## config.mk

```make
export PLATFORM = sky130hd
export DESIGN_NAME = uart_tx_arbiter
export DESIGN_NICKNAME = d
export VERILOG_FILES = /design/src/rtl/uart_tx_arbiter.sv
export SDC_FILE = /design/constraint.sdc
export NUM_CORES = 1
export LEC_CHECK = 0
export CORE_MARGIN = 2
export CORE_UTILIZATION = 25
export CTS_BUF_LIST = sky130_fd_sc_hd__clkbuf_4
export DETAILED_ROUTE_END_ITERATION = 8
export GPL_TIMING_DRIVEN = 0
export PLACE_DENSITY_LB_ADDON = 0.1
export SYNTH_ARGS = -nofsm -noshare
export SYNTH_HDL_FRONTEND = slang
export SYNTH_SLANG_ARGS = --single-unit
```

## constraint.sdc

```tcl
create_clock -name clk -period 5.7 [get_ports clk]
set_clock_uncertainty 0.2 [all_clocks]
set_input_delay 1.71 -clock clk [delete_from_list [all_inputs] [get_ports clk]]
set_output_delay 1.71 -clock clk [all_outputs]
set_load 0.01 [all_outputs]
```

## src/rtl/uart_tx_arbiter.sv

```systemverilog
// -----------------------------------------------------------------------------
// uart_tx_arbiter
//
// Purpose:
//   Shares one FIFO-fronted UART transmitter between two FIFO-style byte
//   sources. Grants are round-robin and message-granular: once a source owns
//   the transmitter it keeps it until it sends an end-of-message byte, uses up
//   its byte budget, or sits empty for an idle timeout. Messages from the two
//   sources therefore never interleave.
//
// Ports:
//   clk         in   1     system clock
//   rst_n       in   1     asynchronous active-low reset
//   req0_empty  in   1     source 0 FIFO empty
//   req0_data   in   DBIT  source 0 FIFO head byte
//   req0_rd     out  1     source 0 pop strobe
//   req1_empty  in   1     source 1 FIFO empty
//   req1_data   in   DBIT  source 1 FIFO head byte
//   req1_rd     out  1     source 1 pop strobe
//   tx_full     in   1     UART TX FIFO full
//   wr_uart     out  1     UART TX write strobe
//   wr_data     out  DBIT  UART TX byte
//   grant       out  2     one-hot owner (01 = src0, 10 = src1, 00 = none)
//
// Optional build macro UART_TX_ARB_STATS_EN adds:
//   cnt0        out  16    saturating byte count sent for source 0
//   cnt1        out  16    saturating byte count sent for source 1
//   tmo_evt     out  1     one-cycle pulse after each timeout-driven release
// -----------------------------------------------------------------------------
module uart_tx_arbiter #(
    parameter int              DBIT     = 8,
    parameter logic [DBIT-1:0] EOP_BYTE = DBIT'(8'h0D),
    parameter int              HOLD_MAX = 32,
    parameter int              TIMEOUT  = 200
) (
    input  logic            clk,
    input  logic            rst_n,
    input  logic            req0_empty,
    input  logic [DBIT-1:0] req0_data,
    output logic            req0_rd,
    input  logic            req1_empty,
    input  logic [DBIT-1:0] req1_data,
    output logic            req1_rd,
    input  logic            tx_full,
    output logic            wr_uart,
    output logic [DBIT-1:0] wr_data,
    output logic [1:0]      grant
`ifdef UART_TX_ARB_STATS_EN
    ,
    output logic [15:0]     cnt0,
    output logic [15:0]     cnt1,
    output logic            tmo_evt
`endif
);

    // state  | meaning
    // -------+-----------------------------------------------------------
    // IDLE   | no owner; arbitrate between non-empty sources
    // G0     | source 0 owns the UART until EOP, byte budget or timeout
    // G1     | source 1 owns the UART until EOP, byte budget or timeout

    typedef enum logic [1:0] {
        S_IDLE = 2'd0,
        S_G0   = 2'd1,
        S_G1   = 2'd2
    } state_t;

    localparam logic [7:0] HOLD_MAX_C = 8'(HOLD_MAX);
    localparam logic [7:0] TIMEOUT_C  = 8'(TIMEOUT);

    state_t          r_state;
    state_t          w_state_nxt;
    logic            r_last;
    logic            w_last_nxt;
    logic [7:0]      r_bcnt;
    logic [7:0]      w_bcnt_nxt;
    logic [7:0]      r_icnt;
    logic [7:0]      w_icnt_nxt;

    logic            w_granted;
    logic            w_src_empty;
    logic [DBIT-1:0] w_src_data;
    logic            w_xfer;
    logic            w_rel_eop;
    logic            w_rel_hold;
    logic            w_rel_tmo;

    // Route the owning source's FIFO view onto a common path; in IDLE the
    // path looks empty with zero data so nothing can be written.
    always_comb begin
        w_granted   = 1'b0;
        w_src_empty = 1'b1;
        w_src_data  = '0;
        case (r_state)
            S_G0: begin
                w_granted   = 1'b1;
                w_src_empty = req0_empty;
                w_src_data  = req0_data;
            end
            S_G1: begin
                w_granted   = 1'b1;
                w_src_empty = req1_empty;
                w_src_data  = req1_data;
            end
            default: begin
                w_granted   = 1'b0;
                w_src_empty = 1'b1;
                w_src_data  = '0;
            end
        endcase
    end

    assign w_xfer     = w_granted & ~w_src_empty & ~tx_full;
    assign w_rel_eop  = w_xfer && (w_src_data == EOP_BYTE);
    // Both budget and timeout release on the cycle whose increment would
    // reach the limit, so the limit counts whole bytes / whole empty cycles.
    assign w_rel_hold = w_xfer && ((r_bcnt + 8'd1) == HOLD_MAX_C);
    assign w_rel_tmo  = w_granted && w_src_empty && ((r_icnt + 8'd1) == TIMEOUT_C);

    always_ff @(posedge clk or negedge rst_n) begin
        if (!rst_n) begin
            r_state <= S_IDLE;
            r_last  <= 1'b1;
            r_bcnt  <= 8'd0;
            r_icnt  <= 8'd0;
        end else begin
            r_state <= w_state_nxt;
            r_last  <= w_last_nxt;
            r_bcnt  <= w_bcnt_nxt;
            r_icnt  <= w_icnt_nxt;
        end
    end

    always_comb begin
        w_state_nxt = r_state;
        w_last_nxt  = r_last;
        w_bcnt_nxt  = r_bcnt;
        w_icnt_nxt  = r_icnt;
        case (r_state)
            S_IDLE: begin
                // src0 wins when it is alone, or when both wait and src1 went last.
                if (!req0_empty && (req1_empty || r_last)) begin
                    w_state_nxt = S_G0;
                    w_last_nxt  = 1'b0;
                    w_bcnt_nxt  = 8'd0;
                    w_icnt_nxt  = 8'd0;
                end else if (!req1_empty) begin
                    w_state_nxt = S_G1;
                    w_last_nxt  = 1'b1;
                    w_bcnt_nxt  = 8'd0;
                    w_icnt_nxt  = 8'd0;
                end
            end
            S_G0, S_G1: begin
                if (w_xfer) begin
                    w_bcnt_nxt = r_bcnt + 8'd1;
                    w_icnt_nxt = 8'd0;
                end else if (w_src_empty) begin
                    w_icnt_nxt = r_icnt + 8'd1;
                end
                // tx_full with data pending leaves icnt untouched: that is
                // back-pressure, not an idle source.
                if (w_rel_eop || w_rel_hold || w_rel_tmo) begin
                    w_state_nxt = S_IDLE;
                end
            end
            default: begin
                w_state_nxt = S_IDLE;
            end
        endcase
    end

    assign req0_rd = w_xfer && (r_state == S_G0);
    assign req1_rd = w_xfer && (r_state == S_G1);
    assign wr_uart = w_xfer;
    assign wr_data = w_src_data;
    assign grant   = {r_state == S_G1, r_state == S_G0};

`ifdef UART_TX_ARB_STATS_EN
    logic [15:0] r_cnt0;
    logic [15:0] r_cnt1;
    logic        r_tmo_evt;

    always_ff @(posedge clk or negedge rst_n) begin
        if (!rst_n) begin
            r_cnt0    <= 16'd0;
            r_cnt1    <= 16'd0;
            r_tmo_evt <= 1'b0;
        end else begin
            if (req0_rd && (r_cnt0 != 16'hFFFF)) begin
                r_cnt0 <= r_cnt0 + 16'd1;
            end
            if (req1_rd && (r_cnt1 != 16'hFFFF)) begin
                r_cnt1 <= r_cnt1 + 16'd1;
            end
            r_tmo_evt <= w_rel_tmo;
        end
    end

    assign cnt0    = r_cnt0;
    assign cnt1    = r_cnt1;
    assign tmo_evt = r_tmo_evt;
`endif

endmodule

```

==> impl_metrics.py <==
metrics = {
    "global_route": {
        "grt_start_max_net_pins": 20,
        "grt_overflow": 0,
        "grt_pass1_vias": 1479,
        "antenna_found_initial": 0,
        "grt_pass1_wl_um": 6870,
        "grtUsageTotal": 0.135,
    },
    "die": {
        "fp.dieArea_mm2": 0.00634,
        "start_util": 0.259,
        "rows": 27,
        "die_w_um": 79.6,
        "ios": 34,
        "fp.dieH_um": 79.6,
        "coreArea_mm2": 0.00551,
    },
    "sta": {
        "setup_viol": 0,
        "setup_tns_ns": 0,
        "slew_headroom": 0.376,
        "post-route-period-util": 0.966,
        "fmax_mhz": 182,
        "whs_ns": 0.313,
        "tightest_slew_ns": 0.933,
        "rsz0062_at_grt": "no",
        "fin_ws_ns": 0.193,
        "drv_slew": 0,
        "fin_crit_ns": 5.51,
        "hold_viol": 0,
    },
    "flow_run": {
        "cap_violations": 0,
    },
    "power_and_ir_drop": {
        "leakage_nw": 0.746,
        "power.density_mw_per_mm2": 354,
        "ir_drop_uv": 147,
    },
    "clock_network": {
        "cts_tree": "built",
        "insertion_delay_ns": 0.32,
        "cts-hold-fix-buffers": 0,
        "h-tree-depth": 1,
        "cts_resized": 0,
        "root_buffer": "clkbuf_4",
        "cts_sinks": 19,
        "post_cts_buffers": 0,
        "cts-buffers-inserted": 3,
        "worst_setup_hold_path_clk_slew_ns": 0.14,
        "cts_buffer_depth": 2,
    },
    "worst_setup_path": {
        "worstSetupPathType": "in -> out",
        "reg2reg_slack_ns": 3.01,
        "cp_max_fo": 6,
        "cp.required_ns": 3.79,
        "arrival_ns": 3.60,
        "cp-end-kind": "output pin",
        "start_kind": "input port",
    },
    "place": {
        "gp_congestion": 0.742,
        "numPortBuffers": 33,
        "post_dp_cell_area_mm2": 0.00185,
        "hpwl_um": 2890,
        "pre_cts_ws_ns": 0.185,
    },
    "logic_synthesis": {
        "synthDistinctLibCells": 46,
        "ys_ff_latch": 19,
        "avgSynthCellArea_um2": 7.98,
        "synth-edff-count": 0,
        "seq_area_frac_synth": 0.334,
        "ys_warn_count": 0,
        "async_reset_ff_frac": 1.00,
        "synth_cells": 179,
        "synth_ff_type": "dfrtp_1",
        "synth_nets": 207,
        "post_synth_instance_area_mm2": 0.00143,
    },
    "drt": {
        "ant_nets": 0,
        "avgViaCountPerCell": 5.00,
        "drtPass1Iterations": 4,
        "drt_iter0_markers": 49,
        "drc_errors": 0,
        "wl_per_cell_um": 13.6,
        "vias": 1440,
        "postRouteWirelength_um": 3920,
    },
    "status": {
        "status": "finished, final reports clean",
    },
    "final_layout": {
        "final_layout_size_suffix_gt1_frac": 0.0556,
        "layout_commonest_cell": "clkdlybuf4s50_1",
        "mostFrequentLayoutCells": "clkdlybuf4s50_1, nand2_1, nor2_1, dfrtp_1, o21ai_0",
        "nNetsFinal": 245,
        "syn_to_final_growth_pct": 31.3,
        "diodes": 0,
        "final_area_mm2": 0.00188,
        "fin_util": 0.341,
    },
    "min_path": {
        "hold_class": "reg -> reg",
    },
}
==> through the flow <==
step                      total power [W]  instances
final                            0.000665        288
after detailed placement         0.000598        284
after global placement           0.000603        284
after CTS                        0.000678        288
after global routing             0.000737        288
after floorplan                  0.000440        179
==> worst max-delay path, stage by stage <==
cell and delay, ns:
clkdlybuf4s50_1 0.52, a22o_1 0.36, nor2_1 0.29, and2_1 0.18, clkdlybuf4s50_1 0.53
==> Yosys cell counts, types with 2 or more instances <==
| library cell | n | share of area |
|---|---|---|
| inv_1 | 6 | 0.016 |
| a21o_1 | 4 | 0.021 |
| a22oi_1 | 7 | 0.037 |
| a21oi_1 | 8 | 0.028 |
| nor2_1 | 18 | 0.047 |
| dfrtp_1 | 18 | 0.32 |
| ha_1 | 7 | 0.061 |
| nor3_1 | 5 | 0.018 |
| and2_1 | 2 | 0.0088 |
| nor4_1 | 3 | 0.013 |
| o31ai_1 | 3 | 0.016 |
| xnor2_1 | 2 | 0.012 |
| nand2b_1 | 2 | 0.0088 |
| o21ai_1 | 2 | 0.0070 |
| and3_1 | 3 | 0.013 |
| or3_1 | 3 | 0.013 |
| or4b_2 | 2 | 0.014 |
| nor2b_1 | 2 | 0.0088 |
| o21ai_0 | 16 | 0.056 |
| nand3_1 | 5 | 0.018 |
| a22o_1 | 6 | 0.037 |
| nand2_1 | 26 | 0.068 |
| clkbuf_1 | 6 | 0.016 |
==> layout make-up <==
| class | instances | area [um^2] |
|---|---|---|
| fill | 597 | 3630 |
| inverter | 6 | 22.5 |
| clock buffer | 3 | 22.5 |
| clock inverter | 1 | 5.00 |
| sequential | 19 | 477 |
| buffer | 6 | 22.5 |
| timing repair buffer | 33 | 330 |
| multi-input combinational | 148 | 907 |
| tap | 72 | 90.1 |
==> registers in the layout (all words and copies together), names as in the netlist <==
| name | cells |
|---|---|
| r_icnt | 8 |
| r_state | 2 |
| r_bcnt | 8 |
| r_last | 1 |
==> power breakdown <==
part	switching, W	internal (W)
Combinational	0.000236	0.000162
Sequential	0.0000288	0.000161
Clock	0.0000506	0.0000262
Total	0.000316	0.000349
==> routing by layer <==
layer  routed length [um]  vias to the layer above  track usage
met5                    0                        -            0
met1                 1990                      666        0.184
li1                     -                      737            -
met2                 1650                       35        0.213
met3                  252                        2       0.0351
met4                   28                        0       0.0310
==> cell families (layout without fill, tap and decap cells) <==
logic type / Yosys count / count (layout) / synth area share
compound gates: 60 / 60 / 0.285
xor+xnor: 3 / 3 / 0.0184
fa+ha+maj: 7 / 7 / 0.0613
buf+inv: 12 / 49 / 0.0315
flops: 19 / 19 / 0.334
simple gates: 78 / 78 / 0.270
==> worst paths after layout <==
kind,end,cells after the start,from
worst max-delay path,req1_rd,5,req0_empty
worst min-delay path,r_last$_DFFE_PN1P_,2,r_last$_DFFE_PN1P_
worst max register to register,r_bcnt[0]$_DFFE_PN0P_,7,r_state[1]$_DFFE_PN0P_
worst min register to register,r_last$_DFFE_PN1P_,2,r_last$_DFFE_PN1P_
max in group asynchronous,r_icnt[6]$_DFFE_PN0P_,1,rst_n
min in group asynchronous,r_icnt[5]$_DFFE_PN0P_,1,rst_n
No activity file was read; power rests on OpenSTA's default activity.
